**src/rtl/regfile_load_arbiter.sv**
```systemverilog
// regfile_load_arbiter: UART frame loader and register-file write-port arbiter
//
// Assembles 5-byte UART frames (address byte, then 4 little-endian data bytes)
// into register-file writes and shares the single write port with pipeline
// writeback. Writeback wins by default; once a pending loader write has been
// blocked for MAX_WAIT cycles, stall_o freezes the pipeline for one cycle and
// the loader takes the port.
//
// Ports:
//   clk_o      in   clock, all state on posedge
//   rst        in   asynchronous active-high reset
//   rx_valid   in   UART byte available
//   rx_data    in   UART byte
//   rx_ready   out  byte consumed when rx_valid && rx_ready at posedge
//   wb_wr      in   writeback write request
//   wb_addr    in   writeback destination register
//   wb_data    in   writeback data
//   stall_o    out  freeze pipeline; writeback request is held and re-presented
//   rf_wr      out  register-file write enable
//   rf_waddr   out  register-file write address
//   rf_wdata   out  register-file write data
//   busy       out  loader frame in progress
//   load_count out  completed loader frames, wraps
//   err        out  sticky bad-address-byte flag, cleared only by rst
module regfile_load_arbiter #(
    parameter int MAX_WAIT = 4,
    parameter int CNT_W    = 8
) (
    input  logic             clk_o,
    input  logic             rst,
    input  logic             rx_valid,
    input  logic [7:0]       rx_data,
    output logic             rx_ready,
    input  logic             wb_wr,
    input  logic [4:0]       wb_addr,
    input  logic [31:0]      wb_data,
    output logic             stall_o,
    output logic             rf_wr,
    output logic [4:0]       rf_waddr,
    output logic [31:0]      rf_wdata,
    output logic             busy,
    output logic [CNT_W-1:0] load_count,
    output logic             err
);
    localparam int WW = $clog2(MAX_WAIT + 1);

    typedef enum logic [1:0] {IDLE, DATA, WRITE, DISCARD} state_t;

    state_t        state, state_nx;
    logic [1:0]    bcnt;
    logic [4:0]    addr;
    logic [31:0]   data;
    logic [WW-1:0] wait_cnt;
    logic          accept, at_max, grant, addr_ok;

    assign rx_ready = state != WRITE;
    assign accept   = rx_valid && rx_ready;
    assign addr_ok  = rx_data[7:5] == 3'b000;
    assign at_max   = wait_cnt == WW'(MAX_WAIT);
    assign grant    = state == WRITE && (!wb_wr || at_max);
    assign busy     = state != IDLE;
    // Only high in the forced-grant cycle, when writeback is displaced.
    assign stall_o  = state == WRITE && wb_wr && at_max;

    always_ff @(posedge clk_o or posedge rst) begin
        if (rst) state <= IDLE;
        else     state <= state_nx;
    end

    always_comb begin
        state_nx = state;
        case (state)
            IDLE:    if (accept) state_nx = addr_ok ? DATA : DISCARD;
            DATA:    if (accept && bcnt == 2'd3) state_nx = WRITE;
            DISCARD: if (accept && bcnt == 2'd3) state_nx = IDLE;
            WRITE:   if (grant) state_nx = IDLE;
            default: state_nx = IDLE;
        endcase
    end

    // Frames addressed to x0 still complete and count, but never write.
    always_comb begin
        rf_wr    = grant ? addr != 5'd0 : wb_wr;
        rf_waddr = grant ? addr : wb_addr;
        rf_wdata = grant ? data : wb_data;
    end

    always_ff @(posedge clk_o or posedge rst) begin
        if (rst) begin
            bcnt       <= 2'd0;
            addr       <= 5'd0;
            data       <= 32'd0;
            wait_cnt   <= '0;
            load_count <= '0;
            err        <= 1'b0;
        end else begin
            if (accept) begin
                case (state)
                    IDLE: begin
                        bcnt <= 2'd0;
                        if (addr_ok) addr <= rx_data[4:0];
                        else         err  <= 1'b1;
                    end
                    DATA: begin
                        data[{bcnt, 3'b000} +: 8] <= rx_data;
                        bcnt <= bcnt + 2'd1;
                    end
                    DISCARD: bcnt <= bcnt + 2'd1;
                    default: ;
                endcase
            end
            if (grant) begin
                load_count <= load_count + CNT_W'(1);
                wait_cnt   <= '0;
            end else if (state == WRITE && !at_max) begin
                wait_cnt <= wait_cnt + WW'(1);
            end
        end
    end
endmodule

```
**config.mk**
```make
export PLATFORM = sky130hd
export DESIGN_NAME = regfile_load_arbiter
export DESIGN_NICKNAME = d
export VERILOG_FILES = /design/src/rtl/regfile_load_arbiter.sv
export SDC_FILE = /design/constraint.sdc
export NUM_CORES = 1
export LEC_CHECK = 0
export ABC_AREA = 1
export BUFFER_PORTS_ARGS = -buffer_cell sky130_fd_sc_hd__buf_2
export CAP_MARGIN = 30
export CORE_MARGIN = 3
export CORE_UTILIZATION = 46
export DETAILED_ROUTE_END_ITERATION = 16
export MAX_ROUTING_LAYER = met4
export PLACE_DENSITY = 0.81
export RECOVER_POWER = 50
export SLEW_MARGIN = 20
export SYNTH_ARGS = -nofsm -noshare
export SYNTH_HDL_FRONTEND = slang
export SYNTH_SLANG_ARGS = --single-unit
```
**constraint.sdc**
```tcl
create_clock -name clk_o -period 2 [get_ports clk_o]
set_clock_uncertainty 0.2 [all_clocks]
set_input_delay 0.1 -clock clk_o [delete_from_list [all_inputs] [get_ports clk_o]]
set_output_delay 0.1 -clock clk_o [all_outputs]
set_load 0.005 [all_outputs]
```
=== Yosys cells after proc, flatten, opt, wreduce, memory -nomap -nowiden ===
Index checks and enable logic that the tools add are counted.
Widths: inputs -> output; s select.

* Register bits after elaboration: 53
* Bits in latches: 0
* RAM bits: 0
* Bits in read-only memories: 0
* Output and inout port bits: 50
* Logic and storage cells: 58
* Memories: 0

* $add $sub $neg: 4
* Multiply operators: 0
* Divide/modulo/power cells: 0
* Order comparisons: 0
* Eq/ne operators: 10
* Shift operators: 2
* Mux-type cells: 13
* Bitwise operators: 1
* Reductions and logical operators: 21

{| class="wikitable"
|+ Operators with widths
! operator !! count
|-
| $bwmux 32 || 1
|-
| $mux 32 || 1
|-
| $shift 8x7->32 const A || 1
|-
| $shiftx 8x7->32 || 1
|-
| $mux 2 || 5
|-
| $ne 2x2->1 const B || 5
|-
| $add 8x1->8 const B || 1
|-
| $pmux 2 s4 || 1
|-
| $neg 5->7 || 1
|-
| $eq 2x2->1 const B || 3
|-
| $logic_and 1x1->1 || 6
|-
| $mux 3 || 2
|-
| $reduce_and 3->1 || 2
|-
| $reduce_bool 2->1 || 3
|-
| $mux 5 || 1
|-
| $reduce_bool 5->1 || 1
|-
| $pmux 2 s2 || 1
|-
| $reduce_and 2->1 || 2
|-
| $reduce_and 4->1 || 1
|-
| $add 3x1->3 const B || 1
|-
| $eq 3x3->1 const B || 1
|-
| $logic_not 3->1 || 1
|-
| $add 2x1->2 const B || 1
|-
| $eq 2x1->1 const B || 1
|-
| other kinds (6) || 7
|}

=== Depth between registers and ports, before layout ===
* Depth after elaboration: 5
* Depth in mapped cells: 10

=== Worst setup path before layout ===
No wires, ideal clock.

* Kind: register to register
* Start: register bcnt[0]
* End: register data[16]
* Setup time: 85 ps
* Arrival: 1768 ps
* Slack: -52 ps
* Stages on the path, launching flop included: 8
* Buffers on the path: 1
* Period minus slack after synthesis: 2052 ps
* Path through: dfrtp_1 -> clkbuf_1 -> inv_1 -> ha_1 -> inv_1 -> nor2_2 -> nand4_1 -> o21ai_0

* Longest elaborated chain between the ends: 3
* Elaborated cells on any way between the ends: 4
* Classes of those cells: 1 x add/sub; 2 x shift; 1 x mux

{| class="wikitable"
|+ RTL lines
! item !! RTL line !! text
|-
| start, declared || 50 || <nowiki>logic [1:0] bcnt;</nowiki>
|-
| start signal, assigned || 106 || <nowiki>bcnt <= bcnt + 2'd1;</nowiki>
|-
| start signal, assigned || 108 || <nowiki>DISCARD: bcnt <= bcnt + 2'd1;</nowiki>
|-
| $neg 5->7 * || 105 || <nowiki>data[{bcnt, 3'b000} +: 8] <= rx_data;</nowiki>
|-
| $shiftx 8x7->32 or $shift 8x7->32 (tied branches) || 105 ||
|-
| $bwmux 32 * || 105 ||
|-
| end signal, assigned by index || 105 ||
|-
| end, declared || 52 || <nowiki>logic [31:0] data;</nowiki>
|}

Every way passes the cells marked *; elsewhere a longest branch is shown, timed or not.
A chain may end at the register's enable or synchronous reset.

=== Worst setup path after layout ===
* Start: register wait_cnt[0]
* End: output rf_wdata[10]

* Longest elaborated chain between the ends: 4

{| class="wikitable"
|+ RTL lines
! item !! RTL line !! text
|-
| start, declared || 53 || <nowiki>logic [WW-1:0] wait_cnt;</nowiki>
|-
| start signal, assigned || 116 || <nowiki>wait_cnt <= wait_cnt + WW'(1);</nowiki>
|-
| $eq 3x3->1 || 59 || <nowiki>assign at_max = wait_cnt == WW'(MAX_WAIT);</nowiki>
|-
| $logic_or 1x1->1 || 60 || <nowiki>assign grant = state == WRITE && (!wb_wr || at_max);</nowiki>
|-
| $logic_and 1x1->1 || 60 ||
|-
| $mux 32 || 85 || <nowiki>rf_wdata = grant ? data : wb_data;</nowiki>
|-
| end, declared || 40 || <nowiki>output logic [31:0] rf_wdata,</nowiki>
|}

Every way passes these cells.

==> metrics.md <==
| Metric | Value |
|---|---|
| Most common cell type on the critical path | `nand2_8` |
| Total GRT Usage | `0.230` |
| First-pass GRT wire length | `approximately 13,000 um` |
| Pwr Density | `between 1000 and 1500 nW/um2` |
| CTS buffer count | `5` |
| Final wirelength | `between 9000 and 10,000 um` |
| Worst hold margin | `approximately 0.20 ns` |
| Final hold violation count | `0` |
| Leading cell type in the layout, fill and taps excluded | `nand2_1` |
| Top post-synthesis cells by area | `dfrtp_1, nand2_1, o21ai_0` |
| Synth cell types | `24` |
| Most frequent cells in the layout | `nand2_1, buf_2, inv_1, dfrtp_1, o21ai_0` |
| Cell Area, Synth | `2950 um2` |
| Maximum fanout along the worst path | `10` |
| Grt ovf | `0` |
| Max Slew Vio Count | `0` |
| Worst Setup EP | `rf_wdata[10]` |
| # setup viols final | `5` |
| Final Net Count | `slightly below 600` |
| Least-Margin Pin Slew | `0.705 ns` |
| Tcrit/Tclk final | `1.02` |
| Vias in the first global route | `2,862` |
| Largest net degree at the start of global routing | `29` |
| Vias after detailed routing | `3,287` |
| Layout cells sized above 1 | `0.335` |
| Maximum VDD drop | `712 uV` |
| Antenna cell count | `0` |
| Crit path arrival time | `between 1.5 and 2 ns` |
| Syn Nets | `460` |
| DIE AREA | `7400 um2` |
| Failing checks | `negative setup slack` |
| Gpl congestion | `~0.86` |
| P_leak | `approximately 2.3 nW` |
| Switch Pwr | `around 2.1 mW` |
| Flop-to-flop setup slack | `around 0.13 ns` |
| Post-route ant nets | `0` |
| IO Pins | `between 90 and 100` |
| Clock share of power | `0.144` |
| Yosys reg bits | `between 50 and 60` |
| Critical Path Start Type | `flop` |
| Clk slew on worst S/H paths | `0.10 ns` |
| Post-synth top area cell | `dfrtp_1` |
| Clk Latency, worst-skew pair | `about 0.32 ns` |
| Outcome | `finished with violations` |
| Fin worst setup slack | `-0.0485 ns` |
| Max-Cap Viols | `0` |
| Vias per cell | `about 5.4` |
| Logic pwr share | `0.505` |
| CP Capture Type | `output pin` |
| Syn Inst Count | `just over 400` |
| IO Port Bufs | `98` |
| Synth Warn # | `0` |
| Average size of a mapped cell | `around 7.3 um2` |
| Die Wd | `~86 um` |
| Switching Share | `0.428` |
| Sequential area share after synthesis | `0.450` |
| Final Util | `0.698` |
| CTS H-Tree Depth | `2` |
| TritonCTS clock tree | `built` |
| Critical Path, Cell by Cell | `inv_2 > ha_4 > nand2_4 > nand2_8 > nand2_8 > buf_16 > o21ai_1 > buf_2` |
| R2R Path Start | `bcnt[1]$_DFFE_PP0P_` |
| CTS Buffer Depth | `2` |
| Reg power frac | `0.351` |
| Int Pwr | `about 2.9 mW` |
| WP data required | `around 1.7 ns` |
| Syn-to-layout area delta | `43.7%` |
| Critical Path Source | `wait_cnt[0]$_DFFE_PP0P_` |
| Unrepaired setup endpoints after global routing | `true` |
| Min Tclk post-route | `between 2 and 2.5 ns` |
| Residual DRC | `0` |
| Reg2reg end | `data[23]$_DFFE_PP0P_` |
| Max stage delay on crit path | `about 0.40 ns` |
| Root buf cell | `clkbuf_8` |
| First-pass DRT Iterations | `5` |
| Yosys top cell area share | `0.450` |
| Setup WS pre-CTS | `between 0.1 and 0.15 ns` |
| Relative slew slack | `0.529` |
| Hpwl dp | `5720 um` |
| FF-to-FF path depth | `7` |
| Detail-routed net length per standard cell | `about 16 um` |
| Initial Utilization | `0.486` |
| Initial antenna violation count | `0` |
| Fmax | `488 MHz` |
| Initial DRC Count | `~360` |
| Crit-path slowest cell | `dfrtp_1` |
| Core Region | `between 6000 and 7000 um2` |
| Row count | `28` |
| CP Class | `flop to output pin` |
| Die H | `about 86 um` |
| TritonCTS Sinks | `53` |
| Min-delay worst type | `input port to flop` |
-- worst max-delay path: cells and delay by family (launching register included) --
family / cells / cell delay [ns]
DFF: 1 / 0.40
adders and majority gates: 1 / 0.14
and+or+nand+nor: 3 / 0.28
AOI/OAI and AO/OA: 1 / 0.18
buffers and inverters: 3 / 0.43
-- power groups by stage --
stage	Sequential, mW	Clock (mW)	Combinational, mW
after floorplan	1.67	0	1.19
after global placement	1.71	0	1.71
after detailed placement	1.73	0	1.78
after CTS	1.71	0.718	1.91
after global routing	1.80	0.768	2.78
final	1.76	0.724	2.54
-- timing repair --
item                                    CTS  global route
hold endpoints to repair                 77             0
setup buffers                             2            10
endpoints found under the setup margin   38            45
pin swaps                                 0             4
hold buffers                             10             0
resized for setup                        12            71
gates cloned                              1             9
-- synthesized netlist by cell type --
cell	instances
a21oi_1	2
a31oi_1	1
buf_2	5
buf_6	3
clkbuf_1	7
dfrtp_1	53
ha_1	8
inv_1	57
inv_2	2
nand2_1	141
nand2_2	2
nand3_1	18
nand3b_1	1
nand4_1	11
nor2_1	15
nor2_2	2
nor2_4	4
nor3_1	1
o21ai_0	62
o21ai_1	2
o21bai_1	1
o22ai_1	1
xnor2_1	1
xor2_1	3
-- metal layers --
metal	share of wire	GRT usage	vias up
met5	0	-	-
li1	-	-	1531
met2	0.51	0.371	161
met1	0.38	0.290	1553
met4	0.038	0.0950	0
met3	0.070	0.0355	42
-- logic make-up (layout without fill, tap and decap cells) --
| logic type | Yosys count | count (layout) | share of synthesized area |
|---|---|---|---|
| AO/OA/AOI/OAI | 69 | 69 | 0.119 |
| buffers and inverters | 74 | 204 | 0.104 |
| adder cells (fa/ha/maj) | 8 | 8 | 0.0340 |
| XOR/XNOR | 4 | 4 | 0.0119 |
| flip-flops | 53 | 53 | 0.450 |
| AND/OR/NAND/NOR | 195 | 196 | 0.281 |
-- flip-flops by register name, summed over array words and instances (netlist names) --
name        cells
addr            5
bcnt            2
data           32
err             1
load_count      8
state           2
wait_cnt        3
-- worst min-delay path by stage --
stage                           from                        end  slack (ns)  depth (start not counted)
final                          wb_wr  load_count[7]$_DFFE_PP0P_        0.20                          6
after global routing           wb_wr  load_count[7]$_DFFE_PP0P_        0.22                          6
after CTS                        rst        data[4]$_DFFE_PP0P_        0.11                          3
after detailed placement         rst  load_count[4]$_DFFE_PP0P_       -0.09                          2
after global placement           rst    wait_cnt[0]$_DFFE_PP0P_       -0.10                          2
after floorplan           rx_data[5]       data[21]$_DFFE_PP0P_        0.05                          2
-- through the flow --
| step | TNS (ns) | power [mW] | instance area [um2] | instances |
|---|---|---|---|---|
| after floorplan | 0 | 2.86 | 2950 | 403 |
| after global placement | 0 | 3.42 | 3510 | 570 |
| after detailed placement | 0 | 3.51 | 3510 | 570 |
| after CTS | -0.0453 | 4.34 | 3790 | 590 |
| after global routing | -1.46 | 5.35 | 4230 | 609 |
| final | -0.0805 | 5.02 | 4230 | 609 |
-- cell type report --
class | instances | area [um2]
clock inverter | 2 | 35.0
clock buffer | 5 | 68.8
tap | 75 | 93.8
inverter | 59 | 234
sequential | 53 | 1330
timing repair buffer | 138 | 971
fill | 468 | 1830
multi-input combinational | 277 | 1500
No activity file was read; power rests on OpenSTA's default activity.
